## src/rtl/chain_driver.sv

```systemverilog
// ---------------------------------------------------------------------------
// chain_driver
//
// Serialises frames from a registered-read framebuffer into c_chains parallel
// daisy-chains of constant-current LED drivers. All chains share one serial
// clock (o_clk) and one latch (o_lat). Each chain has its own data lane
// (o_dai[k]). An internal free-running timer paces frames. A tick that
// arrives while a frame is still in flight is dropped and reported on
// o_overrun. The frame in progress is left untouched.
//
// Ports
//   i_clk          : the only clock, rising edge
//   i_rst          : synchronous, active-high reset
//   i_en           : allows a frame to start; looked at only on a tick
//   i_data         : one channel word per chain, lane k at [k*c_bpc +: c_bpc]
//                    (comes from the framebuffer, one cycle after o_addr)
//   o_addr         : framebuffer channel address shared by all chains
//   o_clk          : serial shift clock to the drivers
//   o_dai          : serial data, one bit per chain
//   o_lat          : latch pulse; doubles as the data request to the animator
//   o_busy         : high while a frame is in progress
//   o_frame_done   : one-cycle pulse at the end of a frame
//   o_overrun      : one-cycle pulse after a tick that hit a busy frame
//
// Every output comes straight from a flop. No input reaches an output
// through combinational logic.
// ---------------------------------------------------------------------------
module chain_driver #(
  parameter int c_chains       = 2,
  parameter int c_ledboards    = 1,
  parameter int c_bpc          = 12,
  parameter int c_frame_period = 16666,
  parameter int c_lat_cycles   = 2,
  localparam int c_n           = c_ledboards * 32,
  localparam int c_addr_w      = $clog2(c_n)
) (
  input  logic                        i_clk,
  input  logic                        i_rst,
  input  logic                        i_en,
  input  logic [c_chains*c_bpc-1:0]   i_data,
  output logic [c_addr_w-1:0]         o_addr,
  output logic                        o_clk,
  output logic [c_chains-1:0]         o_dai,
  output logic                        o_lat,
  output logic                        o_busy,
  output logic                        o_frame_done,
  output logic                        o_overrun
);

  // The +1 keeps the widths non-zero for degenerate parameter values
  // (period 1, a single latch cycle).
  localparam int c_timer_w = $clog2(c_frame_period + 1);
  localparam int c_bit_w   = $clog2(c_bpc);
  localparam int c_lat_w   = $clog2(c_lat_cycles + 1);

  typedef enum logic [2:0] {
    ST_IDLE  = 3'd0,
    ST_RD    = 3'd1,
    ST_LD    = 3'd2,
    ST_SHL   = 3'd3,
    ST_SHH   = 3'd4,
    ST_LATCH = 3'd5,
    ST_DONE  = 3'd6
  } state_t;

  state_t                state_reg;
  logic [c_timer_w-1:0]  timer_reg;
  logic [c_bit_w-1:0]    bit_cnt_reg;
  logic [c_lat_w-1:0]    lat_cnt_reg;
  logic [c_addr_w-1:0]   addr_reg;
  logic                  sclk_reg;
  logic                  lat_reg;
  logic                  busy_reg;
  logic                  done_reg;
  logic                  overrun_reg;

  logic                  tick;
  logic                  lane_load;
  logic                  lane_shift;
  logic                  more_bits;

  // The tick is the edge at which the timer wraps from period-1 back to 0.
  assign tick       = (timer_reg == c_timer_w'(c_frame_period - 1));

  // Strobes shared by all lanes. The lanes follow the controller in lock step.
  assign lane_load  = (state_reg == ST_LD);
  assign lane_shift = (state_reg == ST_SHH);
  assign more_bits  = (bit_cnt_reg != '0);

  // -------------------------------------------------------------------------
  // Frame timer and sequencing controller
  // -------------------------------------------------------------------------
  always_ff @(posedge i_clk) begin
    if (i_rst) begin
      state_reg   <= ST_IDLE;
      timer_reg   <= '0;
      bit_cnt_reg <= '0;
      lat_cnt_reg <= '0;
      addr_reg    <= '0;
      sclk_reg    <= 1'b0;
      lat_reg     <= 1'b0;
      busy_reg    <= 1'b0;
      done_reg    <= 1'b0;
      overrun_reg <= 1'b0;
    end else begin
      // The timer free-runs whatever the enable or the frame state.
      timer_reg   <= tick ? '0 : timer_reg + c_timer_w'(1);

      // A tick that lands in any state other than IDLE is lost. It only
      // raises the flag, and the frame in flight carries on unchanged.
      overrun_reg <= tick && (state_reg != ST_IDLE);
      done_reg    <= 1'b0;

      unique case (state_reg)
        ST_IDLE: begin
          if (tick && i_en) begin
            addr_reg  <= c_addr_w'(c_n - 1);
            busy_reg  <= 1'b1;
            state_reg <= ST_RD;
          end
        end

        // The framebuffer read is registered, so wait one cycle after
        // o_addr moves before the word appears on i_data.
        ST_RD: begin
          state_reg <= ST_LD;
        end

        ST_LD: begin
          bit_cnt_reg <= c_bit_w'(c_bpc - 1);
          sclk_reg    <= 1'b0;
          state_reg   <= ST_SHL;
        end

        ST_SHL: begin
          sclk_reg  <= 1'b1;
          state_reg <= ST_SHH;
        end

        ST_SHH: begin
          sclk_reg <= 1'b0;
          if (more_bits) begin
            bit_cnt_reg <= bit_cnt_reg - c_bit_w'(1);
            state_reg   <= ST_SHL;
          end else if (addr_reg != '0) begin
            addr_reg  <= addr_reg - c_addr_w'(1);
            state_reg <= ST_RD;
          end else begin
            lat_reg     <= 1'b1;
            lat_cnt_reg <= c_lat_w'(c_lat_cycles - 1);
            state_reg   <= ST_LATCH;
          end
        end

        // The latch stays high for exactly c_lat_cycles cycles. It was
        // raised on the way in and counts down from c_lat_cycles-1.
        ST_LATCH: begin
          if (lat_cnt_reg == '0) begin
            lat_reg   <= 1'b0;
            busy_reg  <= 1'b0;
            done_reg  <= 1'b1;
            state_reg <= ST_DONE;
          end else begin
            lat_cnt_reg <= lat_cnt_reg - c_lat_w'(1);
          end
        end

        ST_DONE: begin
          addr_reg  <= '0;
          state_reg <= ST_IDLE;
        end

        default: begin
          state_reg <= ST_IDLE;
        end
      endcase
    end
  end

  // -------------------------------------------------------------------------
  // Per-chain shift lanes
  //
  // Each lane holds its word in a shift register and keeps its own output
  // flop. The data bit is registered on the same edge that drops o_clk, so
  // it is stable through the whole low phase and the following rising edge.
  // After the last bit of a word the lane returns to 0, so the line sits
  // quiet during the read and latch gaps.
  // -------------------------------------------------------------------------
  for (genvar gi = 0; gi < c_chains; gi++) begin : g_lane
    logic [c_bpc-1:0] shift_reg;
    logic             dai_reg;

    always_ff @(posedge i_clk) begin
      if (i_rst) begin
        shift_reg <= '0;
        dai_reg   <= 1'b0;
      end else if (lane_load) begin
        shift_reg <= i_data[gi*c_bpc +: c_bpc];
        dai_reg   <= i_data[gi*c_bpc + c_bpc - 1];
      end else if (lane_shift) begin
        shift_reg <= shift_reg << 1;
        // After the shift, the next MSB is the bit just below the current one.
        dai_reg   <= more_bits ? shift_reg[c_bpc-2] : 1'b0;
      end
    end

    assign o_dai[gi] = dai_reg;
  end

  assign o_addr       = addr_reg;
  assign o_clk        = sclk_reg;
  assign o_lat        = lat_reg;
  assign o_busy       = busy_reg;
  assign o_frame_done = done_reg;
  assign o_overrun    = overrun_reg;

endmodule

```

## config.mk

```make
export PLATFORM = sky130hd
export DESIGN_NAME = chain_driver
export DESIGN_NICKNAME = d
export VERILOG_FILES = /design/src/rtl/chain_driver.sv
export SDC_FILE = /design/constraint.sdc
export NUM_CORES = 1
export LEC_CHECK = 0
export ABC_AREA = 1
export BUFFER_PORTS_ARGS = -buffer_cell sky130_fd_sc_hd__buf_2
export CORE_MARGIN = 8
export CORE_UTILIZATION = 52
export CTS_CLUSTER_DIAMETER = 200
export DETAILED_ROUTE_END_ITERATION = 10
export PLACE_DENSITY = 0.77
export SYNTH_ARGS = -nofsm -noshare
export SYNTH_HDL_FRONTEND = slang
export SYNTH_SLANG_ARGS = --single-unit
```

## constraint.sdc

```tcl
create_clock -name i_clk -period 2.8 [get_ports i_clk]
set_input_delay 0.56 -clock i_clk [delete_from_list [all_inputs] [get_ports i_clk]]
set_output_delay 0.56 -clock i_clk [all_outputs]
set_load 0.005 [all_outputs]
```

Word-level counts from Yosys, hierarchy flattened --
Cells that the tools add are included. Widths: inputs -> output; s select.
Word-level totals: bits in registers 58, word-level logic and storage cells 87, output and inout bits 12, input port bits 27
Operators by class: muxes and demuxes 33, reduce and logical (&&, ||, !) cells 21, eq/ne operators 14, add/sub/neg operators 4, bitwise operators 1
Operators by type and width (count):
- $mux 11 | 4
- $pmux 3 s6 | 1
- $add 15x1->15 const B | 1
- $eq 15x15->1 const B | 1
- $mux 5 | 3
- $pmux 5 s3 | 1
- $mux 3 | 4
- $reduce_and 4->1 | 3
- $mux 1 | 11
- $ne 2x2->1 const B | 5
- $eq 3x3->1 const B | 3
- $pmux 4 s2 | 1
- $reduce_bool 2->1 | 4
- $eq 3x2->1 const B | 2
- $mux 2 | 3
- $pmux 1 s2 | 3
- $reduce_bool 3->1 | 2
- $reduce_or 2->1 | 3
- $reduce_bool 5->1 | 1
- $sub 5x1->5 const B | 1
- $mux 4 | 1
- $ne 2x1->1 const B | 2
- $pmux 2 s2 | 1
- $reduce_and 2->1 | 2
- 9 further kinds | 10

Logic depth before layout (Yosys ltp) --
Gate-level depths: netlist of run 1.
depth after elaboration 4, depth in mapped cells 12

Least setup slack after synthesis of run 1 --
OpenSTA, ideal clock, no wires.
kind input -> register, start in i_rst, end reg bit_cnt_reg[0], arrival 1.284 ns, setup slack 1.442 ns, required time 2.726 ns, stages on the path 5, cell sequence clkbuf_1 > inv_1 > clkbuf_1 > o21ai_0 > a31oi_1
RTL lines:
- start: declaration | line 38 | input logic i_rst,
- end signal: assignment | line 130 | bit_cnt_reg <= c_bit_w'(c_bpc - 1);
- end signal: assignment | line 143 | bit_cnt_reg <= bit_cnt_reg - c_bit_w'(1);
- end: declaration | line 68 | logic [c_bit_w-1:0] bit_cnt_reg;

Worst setup path after layout of run 1 --
start reg timer_reg[0], end reg addr_reg[4] (netlist: o_addr[4])
On the way: longest elaborated chain between the ends 4
RTL lines:
- start: declaration | line 67 | logic [c_timer_w-1:0] timer_reg;
- start signal: assignment | line 107 | timer_reg <= tick ? '0 : timer_reg + c_timer_w'(1);
- $eq 15x15->1 | line 83 | assign tick = (timer_reg == c_timer_w'(c_frame_period - 1));
- $logic_and 1x1->1 | line 116 | if (tick && i_en) begin
- $ne 2x2->1 (no line)
- $reduce_and 4->1 (no line)
- end signal: assignment | line 117 | addr_reg <= c_addr_w'(c_n - 1);
- end signal: assignment | line 146 | addr_reg <= addr_reg - c_addr_w'(1);
- end: declaration | line 70 | logic [c_addr_w-1:0] addr_reg;
Every way passes these cells. A chain may end at the register's enable or synchronous reset.

==> impl_metrics.env, run 1 <==
export IMPL_max_slew_margin_pct=65.5
export IMPL_start_kind="flip-flop"
export IMPL_post_cts_setup_buffer_count=0
export IMPL_nFillCells=483
export IMPL_antenna_found_initial=0
export IMPL_start_util_pct=53.4
export IMPL_numClockSinks=58
export IMPL_crit_path_max_incr_delay_ns=0.38
export IMPL_routedWlPerCell_um=11.1
export IMPL_p_leak_nw=1.22
export IMPL_dp_hpwl_um=3870
export IMPL_worstPathMaxFanout=13
export IMPL_largest_register_ff_count=22
export IMPL_async_flop_share_pct=0
export IMPL_cts_buffers=9
export IMPL_grt_pass1_vias=2305
export IMPL_htreeDepth=3
export IMPL_rows=26
export IMPL_cts_resized=0
export IMPL_grt_overflow=0
export IMPL_syn_num_nets=415
export IMPL_antennaDiodeCount=0
export IMPL_layout_drive_gt1_share_pct=18.3
export IMPL_wl_um=5430
export IMPL_worst_ep_required_time_ns=3.02
export IMPL_yosysSeqAreaShare_pct=42.9
export IMPL_critPathArrivalTime_ns=1.84
export IMPL_layout_nets=449
export IMPL_grt_pass1_wl_um=9800
export IMPL_worst_pin_slew_ns=0.517
export IMPL_yosysTopAreaCellShare_pct=42.9
export IMPL_dieHeight_um=88.2
export IMPL_clk_pin_slew_ns=0.06
export IMPL_grt_max_degree=34
export IMPL_fin_tns_setup_ns=0
export IMPL_place_congestion=0.818
export IMPL_ctsHoldBuffers=0
export IMPL_finalCoreUtilization_pct=60.7
export IMPL_drt_iter0_markers=124
export IMPL_grt_use_total_pct=15.9
export IMPL_fin_crit_ns=1.61
export IMPL_dr_total_vias=2428
export IMPL_ir_drop_mv=0.302
export IMPL_fin_worst_skew_ns=0.00458
export IMPL_ys_flop_type="dfxtp_1"
export IMPL_max_freq_mhz=620
export IMPL_synth_seq_cells=58
export IMPL_clk_path_buf_depth=2
export IMPL_path_class="flip-flop to flip-flop"
export IMPL_pwr_share_comb_pct=2.9
export IMPL_synth_edff_count=0
export IMPL_swShare_pct=21.4
export IMPL_cp_end_kind="flip-flop"
export IMPL_io_pins=39
export IMPL_cp_cell_sequence="ha_1 -> inv_1 -> nor2_1 -> nand2_1 -> nor2_1 -> nand3_1 -> nand2_1 -> nand3_1 -> nand2_1 -> nor2_1"
export IMPL_hp_class="flip-flop to flip-flop"
export IMPL_yosys_warnings=0
export IMPL_seqPwrFrac_pct=54.0
export IMPL_status="completed"
export IMPL_hold_violations=0
export IMPL_viasPerCell=4.96
export IMPL_drv_slew=0
export IMPL_setup_viol=0
export IMPL_synth_cells=382
export IMPL_area_delta_synth_final_pct=13.7
export IMPL_p_int_mw=1.21
export IMPL_cts_tree="done"
export IMPL_cp_slowest_cell="dfxtp_1"
export IMPL_switchingPower_uw=330
export IMPL_drc=0
export IMPL_rr_worst_depth=10
export IMPL_numPortBuffers=38
export IMPL_min_period_over_period_pct=57.6
export IMPL_synth_top_area_cell="dfxtp_1"
export IMPL_drt_first_pass_iters=4
export IMPL_ant_nets=0
export IMPL_clockRootBuffer="clkbuf_8"
export IMPL_rsz0062_at_grt="false"
export IMPL_drv_cap=0
export IMPL_clock_power_share_pct=43.2
export IMPL_p_per_area_mw_per_mm2=501
export IMPL_die_w_um=88.2
export IMPL_synthDistinctLibCells=30
export IMPL_synthTopCellsByArea="dfxtp_1, nand2_1, a31oi_1"
export IMPL_hold_path_depth=2
export IMPL_core_mm2=0.00507
export IMPL_synth_area_per_cell_um2=7.09
export IMPL_die_area_mm2=0.00777
export IMPL_synth_area_mm2=0.00271
export IMPL_insertion_delay_ns=0.33
-- final timing paths --
| kind | start | endpoint | slack [ns] |
|---|---|---|---|
| hold / removal | lat_cnt_reg[1] | lat_cnt_reg[1] | 0.46 |
| setup / recovery | timer_reg[0] | o_addr[4] | 1.19 |
| setup reg to reg | timer_reg[0] | o_addr[4] | 1.19 |
| hold reg to reg | lat_cnt_reg[1] | lat_cnt_reg[1] | 0.46 |
-- power by group through the flow --
stage	combinational (mW)	sequential, mW	clock, mW
final	0.0439	0.832	0.666
after global routing	0.0498	0.832	0.730
after CTS	0.0438	0.832	0.688
after detailed placement	0.0438	0.850	0
after global placement	0.0442	0.850	0
after floorplan	0.0217	0.850	0
-- layout by cell type, fill, tap and decap left out, types with 2 or more instances in the layout --
cell type / count
o211ai_1: 2
dfxtp_1: 58
nor2_2: 5
clkbuf_8: 11
or2_0: 2
ha_1: 6
o21ai_0: 5
nand4_1: 2
nor3_1: 4
a31oi_1: 24
a21oi_1: 25
nand2_1: 126
clkbuf_1: 2
nor2_1: 34
inv_1: 25
buf_2: 38
nand3_1: 20
nand3_2: 2
inv_2: 10
nand2_2: 2
xor2_1: 4
or2_2: 2
-- kinds of logic after synthesis --
logic type,synth area share (%)
and+or+nand+nor,33.1
DFF,42.9
AOI/OAI and AO/OA,11.6
buffers and inverters,7.99
adders and majority gates,2.77
xor gates and xnor gates,1.62
-- through the flow --
step                      hold WS, ns  instances  total power [mW]  area, µm²  setup WS (ns)
final                           0.458        490              1.54       3080           1.19
after global routing            0.481        490              1.61       3080          0.988
after CTS                       0.460        490              1.56       3080           1.20
after detailed placement        0.451        475             0.894       2910           1.10
after global placement          0.448        475             0.894       2910           1.12
after floorplan                 0.433        382             0.871       2710           1.44
-- per-layer routing --
layer	up-vias	share of wire (%)	track usage (%)	wire length, µm
li1	1300	-	-	-
met4	0	1.0	5.99	55
met5	-	0	0	0
met1	1065	50	19.7	2720
met2	56	43	24.4	2310
met3	7	6.3	5.91	344
-- synth_stat cells (6+ instances only) --
cell type	n
a21oi_1	25
nand2_1	126
a31oi_1	24
inv_2	10
nand3_1	20
inv_1	25
ha_1	6
dfxtp_1	58
nor2_1	34
clkbuf_1	6
-- cell type report --
cell class	count	area (µm²)	area share, %
clock buffer	13	159	5.16
clock inverter	2	12.5	0.406
inverter	35	131	4.27
multi-input combinational	273	1330	43.2
sequential	58	1160	37.7
tap	70	87.6	2.84
timing repair buffer	39	198	6.42
-- critical path: cells and delay by family, from the launching register on --
| family | cells | cell delay [ns] |
|---|---|---|
| and+or+nand+nor | 8 | 0.94 |
| DFF | 1 | 0.38 |
| adders and majority gates | 1 | 0.16 |
| buffers and inverters | 1 | 0.04 |
(Power assumes the default switching activity.)
==> run 2: changes to the inputs <==
==> constraint.sdc (replaced) <==
create_clock -name i_clk -period 1.55 [get_ports i_clk]
set_input_delay 0.31 -clock i_clk [delete_from_list [all_inputs] [get_ports i_clk]]
set_output_delay 0.31 -clock i_clk [all_outputs]
set_load 0.005 [all_outputs]
==> impl_metrics.env, run 2 (synthesized netlist as in run 1, its figures left out) <==
export IMPL_antenna_found_initial=0
export IMPL_worstSetupStartpoint="bit_cnt_reg[0]"
export IMPL_clk_pin_slew_ns=0.07
export IMPL_viasPerCell=5.07
export IMPL_numClockSinks=58
export IMPL_htreeDepth=3
export IMPL_fin_crit_ns=1.47
export IMPL_core_mm2=0.00507
export IMPL_drc=0
export IMPL_die_area_mm2=0.00777
export IMPL_finalCoreUtilization_pct=63.7
export IMPL_rows=26
export IMPL_start_util_pct=53.4
export IMPL_area_delta_synth_final_pct=19.3
export IMPL_largest_register_ff_count=22
export IMPL_worstPathMaxFanout=10
export IMPL_clockRootBuffer="clkbuf_8"
export IMPL_cts_tree="done"
export IMPL_wl_um=5930
export IMPL_grt_max_degree=23
export IMPL_layout_nets=459
export IMPL_grt_pass1_vias=2373
export IMPL_place_congestion=0.850
export IMPL_placed_area_mm2=0.00298
export IMPL_layout_common_cells="nand2_1, dfxtp_1, buf_2"
export IMPL_cp_slowest_cell="dfxtp_1"
export IMPL_rrSetupSlack_ns=0.08
export IMPL_dp_hpwl_um=4200
export IMPL_insertion_delay_ns=0.34
export IMPL_nFillCells=450
export IMPL_hp_class="input port to flip-flop"
export IMPL_crit_buf_inv=1
export IMPL_p_leak_nw=1.30
export IMPL_reg2reg_to="o_addr[1]"
export IMPL_cp_end_kind="flip-flop"
export IMPL_grtUsageMet2_pct=25.7
export IMPL_r2r_start="bit_cnt_reg[0]"
export IMPL_grt_use_total_pct=16.5
export IMPL_hold_violations=0
export IMPL_busiest_layer="met2"
export IMPL_critPathArrivalTime_ns=1.70
export IMPL_path_class="flip-flop to flip-flop"
export IMPL_crit_family="simple AND/OR/NAND/NOR gates"
export IMPL_die_w_um=88.2
export IMPL_rr_worst_depth=9
export IMPL_fin_worst_skew_ns=0.00596
export IMPL_grt_use_met3_pct=5.44
export IMPL_io_pins=39
export IMPL_drv_cap=0
export IMPL_grt_pass1_wl_um=10200
export IMPL_grt_overflow=0
export IMPL_dieHeight_um=88.2
export IMPL_worst_path_stages=9
export IMPL_antennaDiodeCount=0
export IMPL_drt_iter0_markers=164
export IMPL_clk_path_buf_depth=2
export IMPL_min_period_over_period_pct=94.8
export IMPL_drv_slew=0
export IMPL_start_kind="flip-flop"
export IMPL_status="completed"
export IMPL_use_met1_pct=20.2
export IMPL_crit_path_max_incr_delay_ns=0.30
export IMPL_worst_slack_ns=0.0800
export IMPL_max_slew_margin_pct=76.1
export IMPL_ant_nets=0
export IMPL_p_per_area_mw_per_mm2=940
export IMPL_final_common_cell="nand2_1"
export IMPL_numPortBuffers=38
export IMPL_ctsHoldBuffers=0
export IMPL_dr_total_vias=2533
export IMPL_final_area_mm2=0.00323
export IMPL_cp_cell_sequence="inv_1 -> ha_1 -> nand3_2 -> nand2_4 -> nand2_2 -> nor2_8 -> nand3_1 -> nand2_1 -> nor2_1"
export IMPL_layout_drive_gt1_share_pct=22.6
export IMPL_max_freq_mhz=680
export IMPL_worst_ep_required_time_ns=1.78
export IMPL_routedWlPerCell_um=11.9
export IMPL_ir_drop_mv=0.514
export IMPL_worstSetupEndpoint="o_addr[1]"
export IMPL_drt_first_pass_iters=4
export IMPL_pre_cts_slack_ns=-0.0115
export IMPL_worst_pin_slew_ns=0.358
export IMPL_cts_buffers=9
export IMPL_setup_viol=0
-- run 2: changes by cell type in the layout (fill, tap and decap cells not counted), sizes merged --
cell | previous run | this run
clkinvlp | 1 | 0
buf | 39 | 49
bufinv | 0 | 1
-- run 2: repair_timing --
action | in CTS | in global routing
resized for setup | 1 | 10
setup endpoints to repair | 2 | 10
endpoints found under the hold margin | 0 | 0
setup buffers | 0 | 2
gates cloned | 0 | 0
pin swaps | 0 | 3
-- run 2: worst min path at each step --
stage	start	end	slack (ns)	cells after the start
2_1_floorplan	timer_reg[0]	timer_reg[0]	0.43	1
3_3_place_gp	timer_reg[0]	timer_reg[0]	0.45	1
3_5_place_dp	g_lane[0].dai_reg	g_lane[0].dai_reg	0.46	2
4_1_cts	i_data[0]	g_lane[0].shift_reg[0]	0.21	3
5_1_grt	i_data[12]	g_lane[1].shift_reg[0]	0.23	3
6_report	i_data[0]	g_lane[0].shift_reg[0]	0.23	3
-- run 2: power by group --
| part | switching [mW] | internal [mW] | total, mW |
|---|---|---|---|
| logic | 0.0449 | 0.0426 | 0.0875 |
| clock network | 0.581 | 0.863 | 1.44 |
| registers | 0.00588 | 1.50 | 1.50 |
-- run 2: cell type report --
type	instances	area, µm²	area share, %
timing repair buffer	49	285	8.83
tap	70	87.6	2.71
sequential	58	1160	36.1
clock inverter	2	35.0	1.08
clock buffer	13	169	5.23
inverter	35	131	4.07
multi-input combinational	273	1360	42.0
-- run 2: layer usage --
layer	wire length [µm]	vias to the layer above
met2	2610	73
met3	329	8
met5	0	-
met4	48	0
li1	-	1313
met1	2940	1139
-- run 2: through the flow --
stage          TNS [ns]  hold WS [ns]  std cells  total power, mW
6_report              0         0.226        500             3.04
5_1_grt        -0.00622         0.235        500             3.13
4_1_cts               0         0.210        498             3.06
3_5_place_dp    -0.0179         0.457        483             1.62
3_3_place_gp          0         0.446        483             1.62
2_1_floorplan         0         0.433        382             1.57
-- run 2: worst register-to-register path, cell delays in order, from the launching register on --
cell and delay, ns:
dfxtp_1 0.30, inv_1 0.12, ha_1 0.19, nand3_2 0.14, nand2_4 0.15, nand2_2 0.09
nor2_8 0.15, nand3_1 0.10, nand2_1 0.07, nor2_1 0.04
==> run 3: changes to the inputs <==
--- a/config.mk
+++ b/config.mk
@@ -6,8 +6,8 @@
 export NUM_CORES = 1
 export LEC_CHECK = 0
 export ABC_AREA = 1
-export BUFFER_PORTS_ARGS = -buffer_cell sky130_fd_sc_hd__buf_2
-export CORE_MARGIN = 8
+export BUFFER_PORTS_ARGS = -buffer_cell sky130_fd_sc_hd__buf_4
+export CORE_MARGIN = 2
 export CORE_UTILIZATION = 52
 export CTS_CLUSTER_DIAMETER = 200
 export DETAILED_ROUTE_END_ITERATION = 10
@@ -15,3 +15,4 @@
 export SYNTH_ARGS = -nofsm -noshare
 export SYNTH_HDL_FRONTEND = slang
 export SYNTH_SLANG_ARGS = --single-unit
+export TNS_END_PERCENT = 50
==> impl_metrics.env, run 3 (synthesized netlist as in run 1, its figures left out) <==
export IMPL_status="completed"
export IMPL_layout_common_cells="nand2_1, dfxtp_1, buf_4"
export IMPL_rr_worst_depth=7
export IMPL_min_period_over_period_pct=93.2
export IMPL_worst_ep_required_time_ns=1.77
export IMPL_cp_end_kind="flip-flop"
export IMPL_hp_class="input port to flip-flop"
export IMPL_rows=26
export IMPL_viasPerCell=5.07
export IMPL_fin_worst_skew_ns=0.0114
export IMPL_numPortBuffers=38
export IMPL_critPathArrivalTime_ns=1.66
export IMPL_antennaDiodeCount=0
export IMPL_htreeDepth=3
export IMPL_grt_pass1_vias=2236
export IMPL_numClockSinks=58
export IMPL_final_common_cell="nand2_1"
export IMPL_ir_drop_mv=0.764
export IMPL_worstPathMaxFanout=5
export IMPL_wl_um=5840
export IMPL_drt_first_pass_iters=4
export IMPL_worst_slack_ns=0.106
export IMPL_placed_cells=482
export IMPL_antenna_found_initial=0
export IMPL_insertion_delay_ns=0.33
export IMPL_ant_nets=0
export IMPL_drt_iter0_markers=136
export IMPL_drv_slew=0
export IMPL_layout_drive_gt1_share_pct=23.5
export IMPL_clk_pin_slew_ns=0.06
export IMPL_final_cells=500
export IMPL_routedWlPerCell_um=11.7
export IMPL_place_congestion=0.834
export IMPL_dieHeight_um=76.2
export IMPL_cts_buffers=9
export IMPL_die_area_mm2=0.00580
export IMPL_drc=0
export IMPL_clk_path_buf_depth=2
export IMPL_placed_area_mm2=0.00308
export IMPL_grt_pass1_wl_um=9550
export IMPL_r2r_start="o_addr[0]"
export IMPL_max_freq_mhz=693
export IMPL_grt_max_degree=34
export IMPL_dr_total_vias=2534
export IMPL_drv_cap=0
export IMPL_rrSetupSlack_ns=0.11
export IMPL_largest_register_ff_count=22
export IMPL_dp_hpwl_um=3950
export IMPL_die_w_um=76.2
export IMPL_reg2reg_to="o_addr[0]"
export IMPL_nFillCells=477
export IMPL_final_area_mm2=0.00335
export IMPL_clockRootBuffer="clkbuf_8"
export IMPL_layout_nets=460
export IMPL_max_slew_margin_pct=76.2
export IMPL_io_pins=39
export IMPL_fin_tns_setup_ns=0
export IMPL_total_power_mw=2.97
export IMPL_path_class="flip-flop to flip-flop"
export IMPL_pre_cts_slack_ns=-0.0843
export IMPL_worst_pin_slew_ns=0.357
export IMPL_area_delta_synth_final_pct=23.8
export IMPL_grt_overflow=0
export IMPL_start_util_pct=53.4
export IMPL_p_leak_nw=1.33
export IMPL_start_kind="flip-flop"
export IMPL_cts_tree="done"
export IMPL_setup_viol=0
export IMPL_ctsHoldBuffers=0
export IMPL_hold_violations=0
export IMPL_fin_crit_ns=1.44
export IMPL_hold_path_depth=3
export IMPL_worstHoldEndpoint="g_lane[0].shift_reg[0]"
export IMPL_core_mm2=0.00507
export IMPL_hp_start="i_data[0]"
export IMPL_grt_use_total_pct=20.3
export IMPL_p_per_area_mw_per_mm2=886
[run 3: cell types whose count changed in the layout (fill, tap and decap cells not counted), sizes merged]
cell / change
buf: -1
nand2: +1
clkbuf: -2
clkinv: +1
nor2: +1
[run 3: report_power, final]
group	leakage (nW)	total [mW]	internal [mW]	switching (mW)
clock network	0.101	1.36	0.806	0.555
registers	0.468	1.50	1.50	0.00565
logic	0.761	0.104	0.0589	0.0454
[run 3: final cells by class]
type	instances	area [µm²]	share of cell area (%)
clock buffer	11	151	4.52
timing repair buffer	48	385	11.5
sequential	58	1160	34.7
clock inverter	3	40.0	1.19
inverter	35	131	3.92
multi-input combinational	275	1390	41.5
tap	70	87.6	2.61
[run 3: per-stage QoR]
stage | hold WS, ns | utilization [%]
finish | 0.244 | 66.1
global route | 0.242 | 66.1
CTS | 0.223 | 64.5
detailed placement | 0.458 | 60.7
global placement | 0.448 | 60.7
floorplan | 0.433 | -
[run 3: worst max-delay path, stage by stage (launching register included)]
cell and delay [ns]:
dfxtp_1 0.34, inv_2 0.10, ha_4 0.15, nand3b_1 0.21
nor2_4 0.27, nor2_4 0.07, a21oi_1 0.14, nor2_1 0.06
[run 3: worst max-delay path by stage]
stage / to / startpoint / slack [ns] / cells after the start
after floorplan: o_addr[2] / timer_reg[0] / 0.20 / 11
after global placement: o_addr[4] / timer_reg[0] / 0.06 / 10
after detailed placement: o_addr[1] / timer_reg[0] / -0.08 / 10
after CTS: o_addr[1] / timer_reg[0] / 0.04 / 10
after global routing: timer_reg[10] / timer_reg[0] / -0.004 / 8
final: o_addr[0] / o_addr[0] / 0.11 / 7
[run 3: per-layer routing]
metal / global-route usage, % / vias up / share of wire (%)
met5: 0 / - / 0
met4: 9.27 / 0 / 0.98
met3: 5.33 / 5 / 6.0
met2: 33.7 / 59 / 48
met1: 24.7 / 1149 / 45
li1: - / 1321 / -
[run 3: timing repair]
action | in CTS | in global routing
setup buffers | 0 | 2
pin swaps | 0 | 4
setup endpoints to repair | 7 | 12
cloned | 0 | 2
endpoints found under the hold margin | 0 | 0
gates resized for setup | 1 | 14
